===== src/rtl/sdram_cmd_gen_if.sv =====
// -----------------------------------------------------------------------------
// sdram_cmd_gen_if
// Groups the SDRAM command generator's request handshake, status outputs and
// SDRAM command pins into one bundle.
//   master : arbiter / pad side. Drives req_valid, req_wr, req_addr. Observes
//            everything else.
//   slave  : the command generator. Drives req_ready, done, init_done,
//            rd_strobe, wr_strobe and the sdram_* pins.
// req_addr is packed as {bank, row, col}.
// -----------------------------------------------------------------------------
interface sdram_cmd_gen_if #(
    parameter int BA_W  = 2,
    parameter int ROW_W = 13,
    parameter int COL_W = 9
);
    logic                         req_valid;
    logic                         req_ready;
    logic                         req_wr;
    logic [BA_W+ROW_W+COL_W-1:0]  req_addr;
    logic                         done;
    logic                         init_done;
    logic                         rd_strobe;
    logic                         wr_strobe;
    logic                         sdram_cke;
    logic                         sdram_csn;
    logic                         sdram_rasn;
    logic                         sdram_casn;
    logic                         sdram_wen;
    logic [BA_W-1:0]              sdram_ba;
    logic [ROW_W-1:0]             sdram_addr;

    modport master (
        output req_valid, req_wr, req_addr,
        input  req_ready, done, init_done, rd_strobe, wr_strobe,
        input  sdram_cke, sdram_csn, sdram_rasn, sdram_casn, sdram_wen,
        input  sdram_ba, sdram_addr
    );

    modport slave (
        input  req_valid, req_wr, req_addr,
        output req_ready, done, init_done, rd_strobe, wr_strobe,
        output sdram_cke, sdram_csn, sdram_rasn, sdram_casn, sdram_wen,
        output sdram_ba, sdram_addr
    );
endinterface


===== src/rtl/sdram_cmd_gen.sv =====
// -----------------------------------------------------------------------------
// sdram_cmd_gen
// Complete SDRAM command path. It contains the power-up init sequencer, the
// access FSM, the auto-refresh timer, the request handshake and the registered
// command pins. Geometry, CAS latency, burst length, timing and precharge mode
// are all set by parameters.
//
// Ports
//   clk   : clock
//   rst   : asynchronous reset, active-high
//   bus   : sdram_cmd_gen_if.slave
//           req_valid/req_ready/req_wr/req_addr : request handshake
//           done      : one-cycle pulse when an access completes
//           init_done : high once init has finished
//           rd_strobe : read data valid on DQ this cycle
//           wr_strobe : drive write data on DQ this cycle
//           sdram_*   : registered command, bank and address pins
//
// Pin outputs are decoded from the next state and then registered. As a
// result, the command for a state is on the pins for the whole time the FSM
// sits in that state.
// -----------------------------------------------------------------------------
module sdram_cmd_gen #(
    parameter int BA_W         = 2,
    parameter int ROW_W        = 13,
    parameter int COL_W        = 9,
    parameter int CL           = 3,
    parameter int BL           = 8,
    parameter int T_POWERUP    = 20000,
    parameter int T_RP         = 2,
    parameter int T_RCD        = 2,
    parameter int T_RFC        = 7,
    parameter int T_MRD        = 2,
    parameter int T_WR         = 2,
    parameter int INIT_REF     = 2,
    parameter int REF_INTERVAL = 780,
    parameter int AUTO_PRE     = 1
) (
    input  logic           clk,
    input  logic           rst,
    sdram_cmd_gen_if.slave bus
);
    localparam int ADDR_W = BA_W + ROW_W + COL_W;

    // {cke, csn, rasn, casn, wen}
    localparam logic [4:0] CMD_NOP  = 5'b10111;
    localparam logic [4:0] CMD_ACT  = 5'b10011;
    localparam logic [4:0] CMD_RD   = 5'b10101;
    localparam logic [4:0] CMD_WR   = 5'b10100;
    localparam logic [4:0] CMD_PRE  = 5'b10010;
    localparam logic [4:0] CMD_AREF = 5'b10001;
    localparam logic [4:0] CMD_LMR  = 5'b10000;

    function automatic int max_int(input int a, input int b);
        return (a > b) ? a : b;
    endfunction

    localparam int CNT_MAX = max_int(max_int(max_int(T_POWERUP, T_RFC), max_int(T_RP, T_RCD)),
                                     max_int(max_int(T_MRD, T_WR), max_int(CL, BL)));
    localparam int CNT_W   = $clog2(CNT_MAX + 1);
    localparam int TMR_W   = $clog2(REF_INTERVAL + 1);
    localparam int IR_W    = $clog2(INIT_REF + 1);

    // Counter load values: a wait state lasting N cycles is loaded with N-1.
    localparam logic [CNT_W-1:0] LD_POWERUP = CNT_W'(T_POWERUP - 1);
    localparam logic [CNT_W-1:0] LD_RP      = CNT_W'(T_RP - 1);
    localparam logic [CNT_W-1:0] LD_RFC     = CNT_W'(T_RFC - 1);
    localparam logic [CNT_W-1:0] LD_MRD     = CNT_W'(T_MRD - 1);
    localparam logic [CNT_W-1:0] LD_WR      = CNT_W'(T_WR - 1);
    localparam logic [CNT_W-1:0] LD_RCD     = CNT_W'((T_RCD > 1) ? T_RCD - 2 : 0);
    localparam logic [CNT_W-1:0] LD_CLW     = CNT_W'(CL - 2);
    localparam logic [CNT_W-1:0] LD_RDATA   = CNT_W'(BL - 1);
    localparam logic [CNT_W-1:0] LD_WDATA   = CNT_W'((BL > 1) ? BL - 2 : 0);
    localparam logic [TMR_W-1:0] LD_REF_TMR = TMR_W'(REF_INTERVAL - 1);
    localparam logic [IR_W-1:0]  LAST_IREF  = IR_W'(INIT_REF - 1);

    typedef enum logic [4:0] {
        I_WAIT, I_PRE, I_TRP, I_REF, I_TRFC, I_MRS, I_TMRD,
        IDLE, REF, TRFC,
        ACT, TRCD, RD, CLW, RDATA, WR, WDATA, TWR, PRE, TRP
    } state_t;

    state_t               state_reg, state_next;
    logic [CNT_W-1:0]     cnt_reg, cnt_next;
    logic [IR_W-1:0]      iref_reg, iref_next;
    logic [TMR_W-1:0]     ref_timer_reg, ref_timer_next;
    logic                 ref_pend_reg, ref_pend_next;
    logic                 init_done_reg, init_done_next;
    logic [ADDR_W-1:0]    acc_addr_reg, acc_addr_next;
    logic                 acc_wr_reg, acc_wr_next;
    logic [4:0]           cmd_reg, cmd_next;
    logic [BA_W-1:0]      ba_reg, ba_next;
    logic [ROW_W-1:0]     addr_reg, addr_next;
    logic                 rd_strobe_reg, rd_strobe_next;
    logic                 wr_strobe_reg, wr_strobe_next;
    logic                 done_reg, done_next;

    logic                 cnt_zero;
    logic                 req_ready;
    logic                 accept;
    logic [BA_W-1:0]      acc_bank;
    logic [COL_W-1:0]     acc_col;

    assign cnt_zero  = (cnt_reg == '0);
    assign req_ready = init_done_reg && !ref_pend_reg && (state_reg == IDLE);
    assign accept    = req_ready && bus.req_valid;
    assign acc_bank  = acc_addr_reg[ADDR_W-1 -: BA_W];
    assign acc_col   = acc_addr_reg[COL_W-1:0];

    function automatic logic [CNT_W-1:0] wait_len(input state_t s);
        case (s)
            I_WAIT:      return LD_POWERUP;
            I_TRP, TRP:  return LD_RP;
            I_TRFC, TRFC: return LD_RFC;
            I_TMRD:      return LD_MRD;
            TRCD:        return LD_RCD;
            CLW:         return LD_CLW;
            RDATA:       return LD_RDATA;
            WDATA:       return LD_WDATA;
            TWR:         return LD_WR;
            default:     return '0;
        endcase
    endfunction

    // State and pin registers
    always_ff @(posedge clk or posedge rst) begin
        if (rst) begin
            state_reg     <= I_WAIT;
            cnt_reg       <= LD_POWERUP;
            iref_reg      <= '0;
            ref_timer_reg <= LD_REF_TMR;
            ref_pend_reg  <= 1'b0;
            init_done_reg <= 1'b0;
            acc_addr_reg  <= '0;
            acc_wr_reg    <= 1'b0;
            cmd_reg       <= CMD_NOP;
            ba_reg        <= '0;
            addr_reg      <= '0;
            rd_strobe_reg <= 1'b0;
            wr_strobe_reg <= 1'b0;
            done_reg      <= 1'b0;
        end else begin
            state_reg     <= state_next;
            cnt_reg       <= cnt_next;
            iref_reg      <= iref_next;
            ref_timer_reg <= ref_timer_next;
            ref_pend_reg  <= ref_pend_next;
            init_done_reg <= init_done_next;
            acc_addr_reg  <= acc_addr_next;
            acc_wr_reg    <= acc_wr_next;
            cmd_reg       <= cmd_next;
            ba_reg        <= ba_next;
            addr_reg      <= addr_next;
            rd_strobe_reg <= rd_strobe_next;
            wr_strobe_reg <= wr_strobe_next;
            done_reg      <= done_next;
        end
    end

    // Next state, shared wait counter, refresh timer and request capture
    always_comb begin
        state_next     = state_reg;
        iref_next      = iref_reg;
        acc_addr_next  = acc_addr_reg;
        acc_wr_next    = acc_wr_reg;

        case (state_reg)
            I_WAIT: if (cnt_zero) state_next = I_PRE;
            I_PRE:  state_next = I_TRP;
            I_TRP:  if (cnt_zero) state_next = I_REF;
            I_REF:  state_next = I_TRFC;
            I_TRFC: begin
                if (cnt_zero) begin
                    if (iref_reg == LAST_IREF) begin
                        state_next = I_MRS;
                    end else begin
                        state_next = I_REF;
                        iref_next  = iref_reg + IR_W'(1);
                    end
                end
            end
            I_MRS:  state_next = I_TMRD;
            I_TMRD: if (cnt_zero) state_next = IDLE;
            IDLE: begin
                // A pending refresh wins over a simultaneous request.
                if (ref_pend_reg) begin
                    state_next = REF;
                end else if (accept) begin
                    state_next    = ACT;
                    acc_addr_next = bus.req_addr;
                    acc_wr_next   = bus.req_wr;
                end
            end
            REF:    state_next = TRFC;
            TRFC:   if (cnt_zero) state_next = IDLE;
            ACT: begin
                if (T_RCD > 1)       state_next = TRCD;
                else if (acc_wr_reg) state_next = WR;
                else                 state_next = RD;
            end
            TRCD:   if (cnt_zero) state_next = acc_wr_reg ? WR : RD;
            RD:     state_next = CLW;
            CLW:    if (cnt_zero) state_next = RDATA;
            RDATA:  if (cnt_zero) state_next = (AUTO_PRE != 0) ? TRP : PRE;
            WR:     state_next = (BL > 1) ? WDATA : TWR;
            WDATA:  if (cnt_zero) state_next = TWR;
            TWR:    if (cnt_zero) state_next = (AUTO_PRE != 0) ? TRP : PRE;
            PRE:    state_next = TRP;
            TRP:    if (cnt_zero) state_next = IDLE;
            default: state_next = I_WAIT;
        endcase

        // Every state change reloads the counter for the state being entered.
        if (state_next != state_reg) begin
            cnt_next = wait_len(state_next);
        end else if (!cnt_zero) begin
            cnt_next = cnt_reg - CNT_W'(1);
        end else begin
            cnt_next = cnt_reg;
        end

        init_done_next = init_done_reg || ((state_reg == I_TMRD) && (state_next == IDLE));

        // The timer is free-running once init is done. An expiry on the same
        // edge that REF is entered must leave the request pending.
        ref_timer_next = ref_timer_reg;
        ref_pend_next  = ref_pend_reg;
        if ((state_reg == IDLE) && (state_next == REF)) begin
            ref_pend_next = 1'b0;
        end
        if (init_done_reg) begin
            if (ref_timer_reg == '0) begin
                ref_timer_next = LD_REF_TMR;
                ref_pend_next  = 1'b1;
            end else begin
                ref_timer_next = ref_timer_reg - TMR_W'(1);
            end
        end
    end

    // Pin decode from the next state. ACT is only ever entered from IDLE on
    // the edge that captures the request, so its bank/row come straight from
    // the bus rather than from the capture register.
    always_comb begin
        cmd_next       = CMD_NOP;
        ba_next        = '0;
        addr_next      = '0;
        rd_strobe_next = (state_next == RDATA);
        wr_strobe_next = (state_next == WR) || (state_next == WDATA);
        done_next      = (state_reg == TRP) && (state_next == IDLE);

        case (state_next)
            I_PRE: begin
                cmd_next      = CMD_PRE;
                addr_next[10] = 1'b1;
            end
            I_REF, REF: cmd_next = CMD_AREF;
            I_MRS: begin
                cmd_next       = CMD_LMR;
                addr_next[6:4] = 3'(CL);
                addr_next[2:0] = 3'($clog2(BL));
            end
            ACT: begin
                cmd_next  = CMD_ACT;
                ba_next   = bus.req_addr[ADDR_W-1 -: BA_W];
                addr_next = bus.req_addr[COL_W +: ROW_W];
            end
            RD, WR: begin
                cmd_next             = (state_next == WR) ? CMD_WR : CMD_RD;
                ba_next              = acc_bank;
                addr_next[COL_W-1:0] = acc_col;
                addr_next[10]        = (AUTO_PRE != 0);
            end
            PRE: begin
                cmd_next = CMD_PRE;
                ba_next  = acc_bank;
            end
            default: ;
        endcase
    end

    assign bus.req_ready  = req_ready;
    assign bus.done       = done_reg;
    assign bus.init_done  = init_done_reg;
    assign bus.rd_strobe  = rd_strobe_reg;
    assign bus.wr_strobe  = wr_strobe_reg;
    assign bus.sdram_cke  = cmd_reg[4];
    assign bus.sdram_csn  = cmd_reg[3];
    assign bus.sdram_rasn = cmd_reg[2];
    assign bus.sdram_casn = cmd_reg[1];
    assign bus.sdram_wen  = cmd_reg[0];
    assign bus.sdram_ba   = ba_reg;
    assign bus.sdram_addr = addr_reg;
endmodule


===== src/flat_wrapper.sv =====
// flat-port wrapper written by rule: the top's interface ports become plain ports
module sdram_cmd_gen_flat 
#(
    parameter int BA_W         = 2,
    parameter int ROW_W        = 13,
    parameter int COL_W        = 9,
    parameter int CL           = 3,
    parameter int BL           = 8,
    parameter int T_POWERUP    = 20000,
    parameter int T_RP         = 2,
    parameter int T_RCD        = 2,
    parameter int T_RFC        = 7,
    parameter int T_MRD        = 2,
    parameter int T_WR         = 2,
    parameter int INIT_REF     = 2,
    parameter int REF_INTERVAL = 780,
    parameter int AUTO_PRE     = 1
)
  (clk, rst, bus_req_valid, bus_req_wr, bus_req_addr, bus_req_ready, bus_done, bus_init_done, bus_rd_strobe, bus_wr_strobe, bus_sdram_cke, bus_sdram_csn, bus_sdram_rasn, bus_sdram_casn, bus_sdram_wen, bus_sdram_ba, bus_sdram_addr);
  sdram_cmd_gen_if #(.BA_W(BA_W), .ROW_W(ROW_W), .COL_W(COL_W)) bus_i ();
  input  logic clk;
  input  logic rst;
  input wire logic [$bits(bus_i.req_valid)-1:0] bus_req_valid;
  input wire logic [$bits(bus_i.req_wr)-1:0] bus_req_wr;
  input wire logic [$bits(bus_i.req_addr)-1:0] bus_req_addr;
  output wire logic [$bits(bus_i.req_ready)-1:0] bus_req_ready;
  output wire logic [$bits(bus_i.done)-1:0] bus_done;
  output wire logic [$bits(bus_i.init_done)-1:0] bus_init_done;
  output wire logic [$bits(bus_i.rd_strobe)-1:0] bus_rd_strobe;
  output wire logic [$bits(bus_i.wr_strobe)-1:0] bus_wr_strobe;
  output wire logic [$bits(bus_i.sdram_cke)-1:0] bus_sdram_cke;
  output wire logic [$bits(bus_i.sdram_csn)-1:0] bus_sdram_csn;
  output wire logic [$bits(bus_i.sdram_rasn)-1:0] bus_sdram_rasn;
  output wire logic [$bits(bus_i.sdram_casn)-1:0] bus_sdram_casn;
  output wire logic [$bits(bus_i.sdram_wen)-1:0] bus_sdram_wen;
  output wire logic [$bits(bus_i.sdram_ba)-1:0] bus_sdram_ba;
  output wire logic [$bits(bus_i.sdram_addr)-1:0] bus_sdram_addr;
  assign bus_i.req_valid = bus_req_valid;
  assign bus_i.req_wr = bus_req_wr;
  assign bus_i.req_addr = bus_req_addr;
  assign bus_req_ready = bus_i.req_ready;
  assign bus_done = bus_i.done;
  assign bus_init_done = bus_i.init_done;
  assign bus_rd_strobe = bus_i.rd_strobe;
  assign bus_wr_strobe = bus_i.wr_strobe;
  assign bus_sdram_cke = bus_i.sdram_cke;
  assign bus_sdram_csn = bus_i.sdram_csn;
  assign bus_sdram_rasn = bus_i.sdram_rasn;
  assign bus_sdram_casn = bus_i.sdram_casn;
  assign bus_sdram_wen = bus_i.sdram_wen;
  assign bus_sdram_ba = bus_i.sdram_ba;
  assign bus_sdram_addr = bus_i.sdram_addr;
  sdram_cmd_gen #(.BA_W(BA_W), .ROW_W(ROW_W), .COL_W(COL_W), .CL(CL), .BL(BL), .T_POWERUP(T_POWERUP), .T_RP(T_RP), .T_RCD(T_RCD), .T_RFC(T_RFC), .T_MRD(T_MRD), .T_WR(T_WR), .INIT_REF(INIT_REF), .REF_INTERVAL(REF_INTERVAL), .AUTO_PRE(AUTO_PRE)) u_core (.clk(clk), .rst(rst), .bus(bus_i));
endmodule

===== config.mk =====
export PLATFORM = sky130hd
export DESIGN_NAME = sdram_cmd_gen_flat
export DESIGN_NICKNAME = d
export VERILOG_FILES = /design/src/rtl/sdram_cmd_gen_if.sv /design/src/rtl/sdram_cmd_gen.sv /design/src/flat_wrapper.sv
export SDC_FILE = /design/constraint.sdc
export NUM_CORES = 1
export LEC_CHECK = 0
export ABC_AREA = 1
export BUFFER_PORTS_ARGS = -buffer_cell sky130_fd_sc_hd__buf_4
export CORE_UTILIZATION = 55
export DETAILED_ROUTE_END_ITERATION = 7
export PLACE_DENSITY_LB_ADDON = 0.1
export SYNTH_ARGS = -nofsm -noshare
export SYNTH_HDL_FRONTEND = slang
export SYNTH_SLANG_ARGS = --single-unit

===== constraint.sdc =====
create_clock -name clk -period 2.8 [get_ports clk]
set_clock_uncertainty 0.15 [all_clocks]
set_input_delay 0.28 -clock clk [delete_from_list [all_inputs] [get_ports clk]]
set_output_delay 0.28 -clock clk [all_outputs]
set_load 0.01 [all_outputs]

**Yosys cells after proc, flatten, opt, wreduce, memory -nomap -nowiden**

Memories as Yosys holds them, arrays and structs flattened.
Cells that the tools add are included.

- Memories kept: 1
- Output and inout port bits: 25
- Memory bits (read-only): 288
- Register bits: 82
- Input port bits: 28

Memories:

| name | words | width | rd ports | clocked after memory_dff | wr ports | RTL line | text |
|---|---|---|---|---|---|---|---|
| (name not given) | 32 | 9 | 1 | 0 | 0 | sdram_cmd_gen.sv:111 | `case (s)` |

- $add $sub $neg: 3
- Equality and inequality tests: 33
- Bitwise logic cells: 2
- Reduce and logical (&&, ||, !) cells: 21
- Multiplexer cells: 29

Operator list:

| kind | number |
|---|---|
| 5-bit one-hot mux with 17 select lines | 1 |
| 5-bit by 4-bit == test with 1-bit output, second input constant | 13 |
| 5-bit two-way mux | 10 |
| 5-bit by 3-bit == test with 1-bit output, second input constant | 6 |
| 5-bit == test, second input constant | 6 |
| 15-bit two-way mux | 2 |
| 5-bit one-hot mux with 5 select lines | 1 |
| 3-bit one-hot mux with 3 select lines | 2 |
| 5-bit by 2-bit == test with 1-bit output, second input constant | 3 |
| 15-bit zero test | 1 |
| 15-bit by 1-bit subtractor with 15-bit output, second input constant | 1 |
| 5-bit by 1-bit == test with 1-bit output, second input constant | 2 |
| 10-bit zero test | 1 |
| 10-bit two-way mux | 1 |
| 10-bit by 1-bit subtractor with 10-bit output, second input constant | 1 |
| 3-bit OR reduction | 3 |
| 2-bit one-hot mux with 2 select lines | 2 |
| 2-bit OR reduction | 4 |
| 1-bit logical AND | 6 |
| 3-bit AND reduction | 2 |
| 5-bit zero test | 1 |
| 1-bit two-way mux | 5 |
| 5-bit inequality test | 1 |
| 2-bit two-way mux | 2 |
| other kinds (8) | 11 |

**Longest topological paths before layout**

- Depth in word-level cells: 12
- Mapped depth: 18
- Mapped depth without buffers: 17

**Worst setup path before layout**

OpenSTA, ideal clock, no wires.

- Path type: reg2reg
- Start point: reg u_core.cnt_reg[0]
- End point: reg u_core.cnt_reg[2]
- Clock period less this slack: 2.250 ns
- Arrival time: 2.032 ns
- Buffers on the path: 0
- Cell stages (with the launch flop): 16
- Slack: 0.550 ns
- Cell sequence: dfstp_2 -> inv_1 -> ha_1 -> nand2_2 -> nor2_1 -> nand2_1 -> nand2_1 -> inv_1 -> nor2_1 -> nor2_2 -> nand2_4 -> nand2_1 -> nand2_1 -> nor2_4 -> nand3_1 -> a21oi_2

- Word-level cells in the longest chain between the ends: 5

RTL lines:

| what | RTL line | text |
|---|---|---|
| start: declaration | sdram_cmd_gen.sv:84 | `logic [CNT_W-1:0] cnt_reg, cnt_next;` |
| start signal: assignment | sdram_cmd_gen.sv:144 | `cnt_reg <= cnt_next;` |
| 15-bit zero test (*) | sdram_cmd_gen.sv:104 | `assign cnt_zero = (cnt_reg == '0);` |
| 5-bit two-way mux, or another cell as far along | sdram_cmd_gen.sv:183, sdram_cmd_gen.sv:195, sdram_cmd_gen.sv:209 |  |
| 5-bit one-hot mux with 17 select lines (*) | sdram_cmd_gen.sv:167 | `case (state_reg)` |
| net u_core.state_next[2] | sdram_cmd_gen.sv:83 | `state_t state_reg, state_next;` |
| memory read 32 x 9 bit / 5-bit inequality test (equally long branches) | - |  |
| 15-bit two-way mux / 2-bit inequality test (equally long branches) | - |  |

The timed path passes the listed nets; every way through them passes the cells marked *. The select of a mux whose other input is x is not followed.
A chain may end at the register's enable or synchronous reset.

**Worst setup path after layout**

- Start point: reg u_core.state_reg[2]
- End point: reg u_core.cnt_reg[2]

- Word-level cells in the longest chain between the ends: 8

RTL lines:

| what | RTL line | text |
|---|---|---|
| start: declaration | sdram_cmd_gen.sv:83 |  |
| start signal: assignment | sdram_cmd_gen.sv:143 | `state_reg <= state_next;` |
| 5-bit by 3-bit == test with 1-bit output | sdram_cmd_gen.sv:105, sdram_cmd_gen.sv:167 |  |
| 1-bit logical AND | sdram_cmd_gen.sv:105 | `assign req_ready = init_done_reg && !ref_pend_reg && (state_reg == IDLE);` |
| 1-bit logical AND | sdram_cmd_gen.sv:106 | `assign accept = req_ready && bus.req_valid;` |
| 5-bit two-way mux | sdram_cmd_gen.sv:188 | `end else if (accept) begin` |
| 5-bit two-way mux | sdram_cmd_gen.sv:186 | `if (ref_pend_reg) begin` |
| 5-bit one-hot mux with 17 select lines (*) | sdram_cmd_gen.sv:167 |  |
| net u_core.state_next[0] | sdram_cmd_gen.sv:83 |  |
| memory read 32 x 9 bit / 5-bit inequality test (equally long branches) | - |  |
| 15-bit two-way mux / 2-bit inequality test (equally long branches) | - |  |

The timed path passes the listed nets; every way through them passes the cells marked *.

==> results by group <==
Outcome
  – Status: finished, final reports clean

Synthesis
  – Number of flops mapped to enable cells by yosys: 0
  – Ys Warns: 0
  – Register area share after synthesis: 44.61%
  – Most used DFF post-synth: dfrtp_1
  – Mapped Cells: 498
  – Ys async rst share: 100.0%
  – Synthesized area: 0.003806 mm^2
  – Distinct cells, synth: 38
  – Syn_nets: 529
  – Yosys reg bits: 67
  – Mean Syn Cell Area: 7.643 um^2

Worst setup path
  – Critical-path maximum fanout: 12
  – CP Launch Type: register
  – Crit path required time: 2920 ps
  – Worst setup EP type: register
  – Critical path class: register to register
  – Arr. time, crit path: 2720 ps

Floorplanning
  – Die H: 85.19 um
  – DIE AREA: 0.007257 mm^2
  – Rows: 29
  – Top Ports: 53
  – Initial Utilization: 58.28%
  – DIE WIDTH: 85.19 um
  – Core Box Area: 0.006531 mm^2

Timing
  – Maximum clock rate: 384.6 MHz
  – Endpoints failing hold: 0
  – Minimum clock period: 2600 ps
  – Period utilization: 92.86%
  – Unrepaired setup endpoints after global routing: no
  – Final setup vio count: 0
  – Rel. slew slack: 60.92%
  – Fin. max-slew vios: 0
  – Setup TNS Final: 0 ps
  – Worst slew pin tran: 581.7 ps
  – Hold Slack: 9.310 ps

Finish
  – Filler cells: 510
  – Layout cell share with drive strength beyond 1: 23.73%
  – Max reg flops: 15
  – Nets: 599
  – Commonest cells after routing, fill and taps aside: nand2_1, nor2_1, buf_4
  – Commonest non-fill, non-tap cell in the layout: nand2_1
  – Non-Filler Instances: 650
  – Area delta synth->final: 22.32%
  – Fin util: 71.28%
  – Inserted Diodes: 0

Power and ir drop
  – Net switching power: 0.4093 mW
  – VDD IR-drop max: 0.4075 mV
  – Sw frac: 19.49%
  – Clock group share of total power: 50.7%
  – Internal power: 1.691 mW
  – LEAKAGE: 2.438 nW
  – Combinational Power Share: 3.2%
  – PwrDens: 451.1 mW/mm^2
  – Reg power frac: 46.1%

Route
  – Average routed wire per standard cell: 14.18 um
  – Vias per cell: 5.298
  – Vias: 3444
  – Number of remaining DRC errors: 0
  – DRT iter0 DRCs: 245
  – ANT nets after route: 0
  – Drt pass-1 iters: 5
  – Final WL: 9215 um

Clocking
  – Clk slew on worst S/H paths: 80 ps
  – CTS H-tree lvls: 3
  – Clk sinks: 67
  – Post-CTS setup buffer count: 0
  – Worst-Skew Late Latency: 340 ps
  – CTS tree: built
  – TritonCTS Buffers: 9
  – Root Buffer: clkbuf_8
  – Max clock buf depth: 2

Global route
  – Grt total ovfl: 0
  – Vias in the first global route: 3350
  – Tot GR Track Use: 27.36%
  – Largest net degree at the start of global routing: 29
  – Antenna violations before repair: 0
  – Global-route wire length before repair: 15460 um

Worst hold path
  – Worst hold path class: input port to register

Place
  – PortBufs: 50
  – Cell count after placement: 621
  – Global placement routability congestion: 0.9143
  – Post-DP HPWL: 6522 um

Flow run
  – Max_cap viols: 0
critical path: stages, from the launching register on:
cell and delay [ps]:
dfrtp_2 500, inv_1 150, nand2_1 60, nor2_1 160, nand2_1 140, nor2_1 200
nand3_2 150, nand2_1 130, nor2_2 60, nand2_4 120, nand2_1 80, nand2_2 110
inv_2 50, nand3_2 70, buf_4 180, nand2_2 80, a21oi_2 120
through the flow:
stage                     setup WS [ps]  power [mW]  cell area (um^2)
after CTS                         169.1       2.121              4654
after global routing              6.170       2.162              4656
after floorplan                   549.6       1.004              3806
after detailed placement          226.6       1.039              4259
after global placement            270.0       1.038              4259
final                             199.9       2.100              4656
routing by layer:
layer | GRT usage (%) | vias to the layer above | routed length (um)
met5 | 0 | - | 0
met2 | 46.04 | 115 | 4535
met4 | 9.707 | 0 | 142
li1 | - | 1714 | -
met1 | 35.23 | 1601 | 4051
met3 | 5.545 | 14 | 486
cell families (layout without fill, tap and decap cells):
| group | Yosys count | count (layout) | share of synthesized area, % |
|---|---|---|---|
| simple gates | 289 | 289 | 35.93 |
| buf+inv | 72 | 147 | 7.857 |
| flops | 67 | 67 | 44.61 |
| compound gates | 51 | 51 | 7.200 |
| xor+xnor | 14 | 14 | 3.222 |
| fa+ha+maj | 3 | 3 | 0.9863 |
| other cells | 2 | 2 | 0.1973 |
power groups by stage:
stage                     logic (mW)  registers (mW)  clock network, mW
after floorplan               0.0179           0.986                  0
after global placement        0.0522           0.986                  0
after detailed placement      0.0532           0.986                  0
after CTS                     0.0676           0.968               1.08
after global routing          0.0732           0.968               1.12
final                         0.0664           0.968               1.07
final timing paths:
path / from / end / depth (start not counted) / slack [ps]
max: u_core.state_reg[2] / u_core.cnt_reg[2] / 16 / 200
min: bus_req_addr[20] / u_core.bus.sdram_addr[11] / 3 / 9
max reg2reg: u_core.state_reg[2] / u_core.cnt_reg[2] / 16 / 200
min reg2reg: u_core.iref_reg[0] / u_core.iref_reg[0] / 1 / 330
max in group asynchronous: rst / u_core.ref_timer_reg[1] / 4 / 1320
min in group asynchronous: rst / u_core.bus.sdram_addr[0] / 3 / 420
synth_stat cells (8+ instances only):
cell,instances,share of area (%)
inv_1,56,5.5
nor2_2,11,1.8
nand2_1,127,13
dfstp_2,17,12
xor2_1,8,1.8
nor2_1,63,6.2
nand3_1,43,5.7
dfrtp_1,50,33
nor3_1,11,1.4
a21oi_1,10,1.3
o21ai_0,23,3.0
o21ai_1,10,1.3
cell type report:
type / count / area [um^2] / share of cell area [%]
tap: 77 / 96.34 / 2.069
multi-input combinational: 359 / 1809 / 38.86
clock inverter: 6 / 137.6 / 2.956
sequential: 67 / 1699 / 36.50
inverter: 62 / 235.2 / 5.052
timing repair buffer: 69 / 550.5 / 11.82
clock buffer: 10 / 127.6 / 2.741
timing repair:
item,CTS,global route
hold buffers,13,0
resized for setup,0,1
setup endpoints to repair,0,8
hold endpoints to repair,29,0
(Power assumes the default switching activity.)
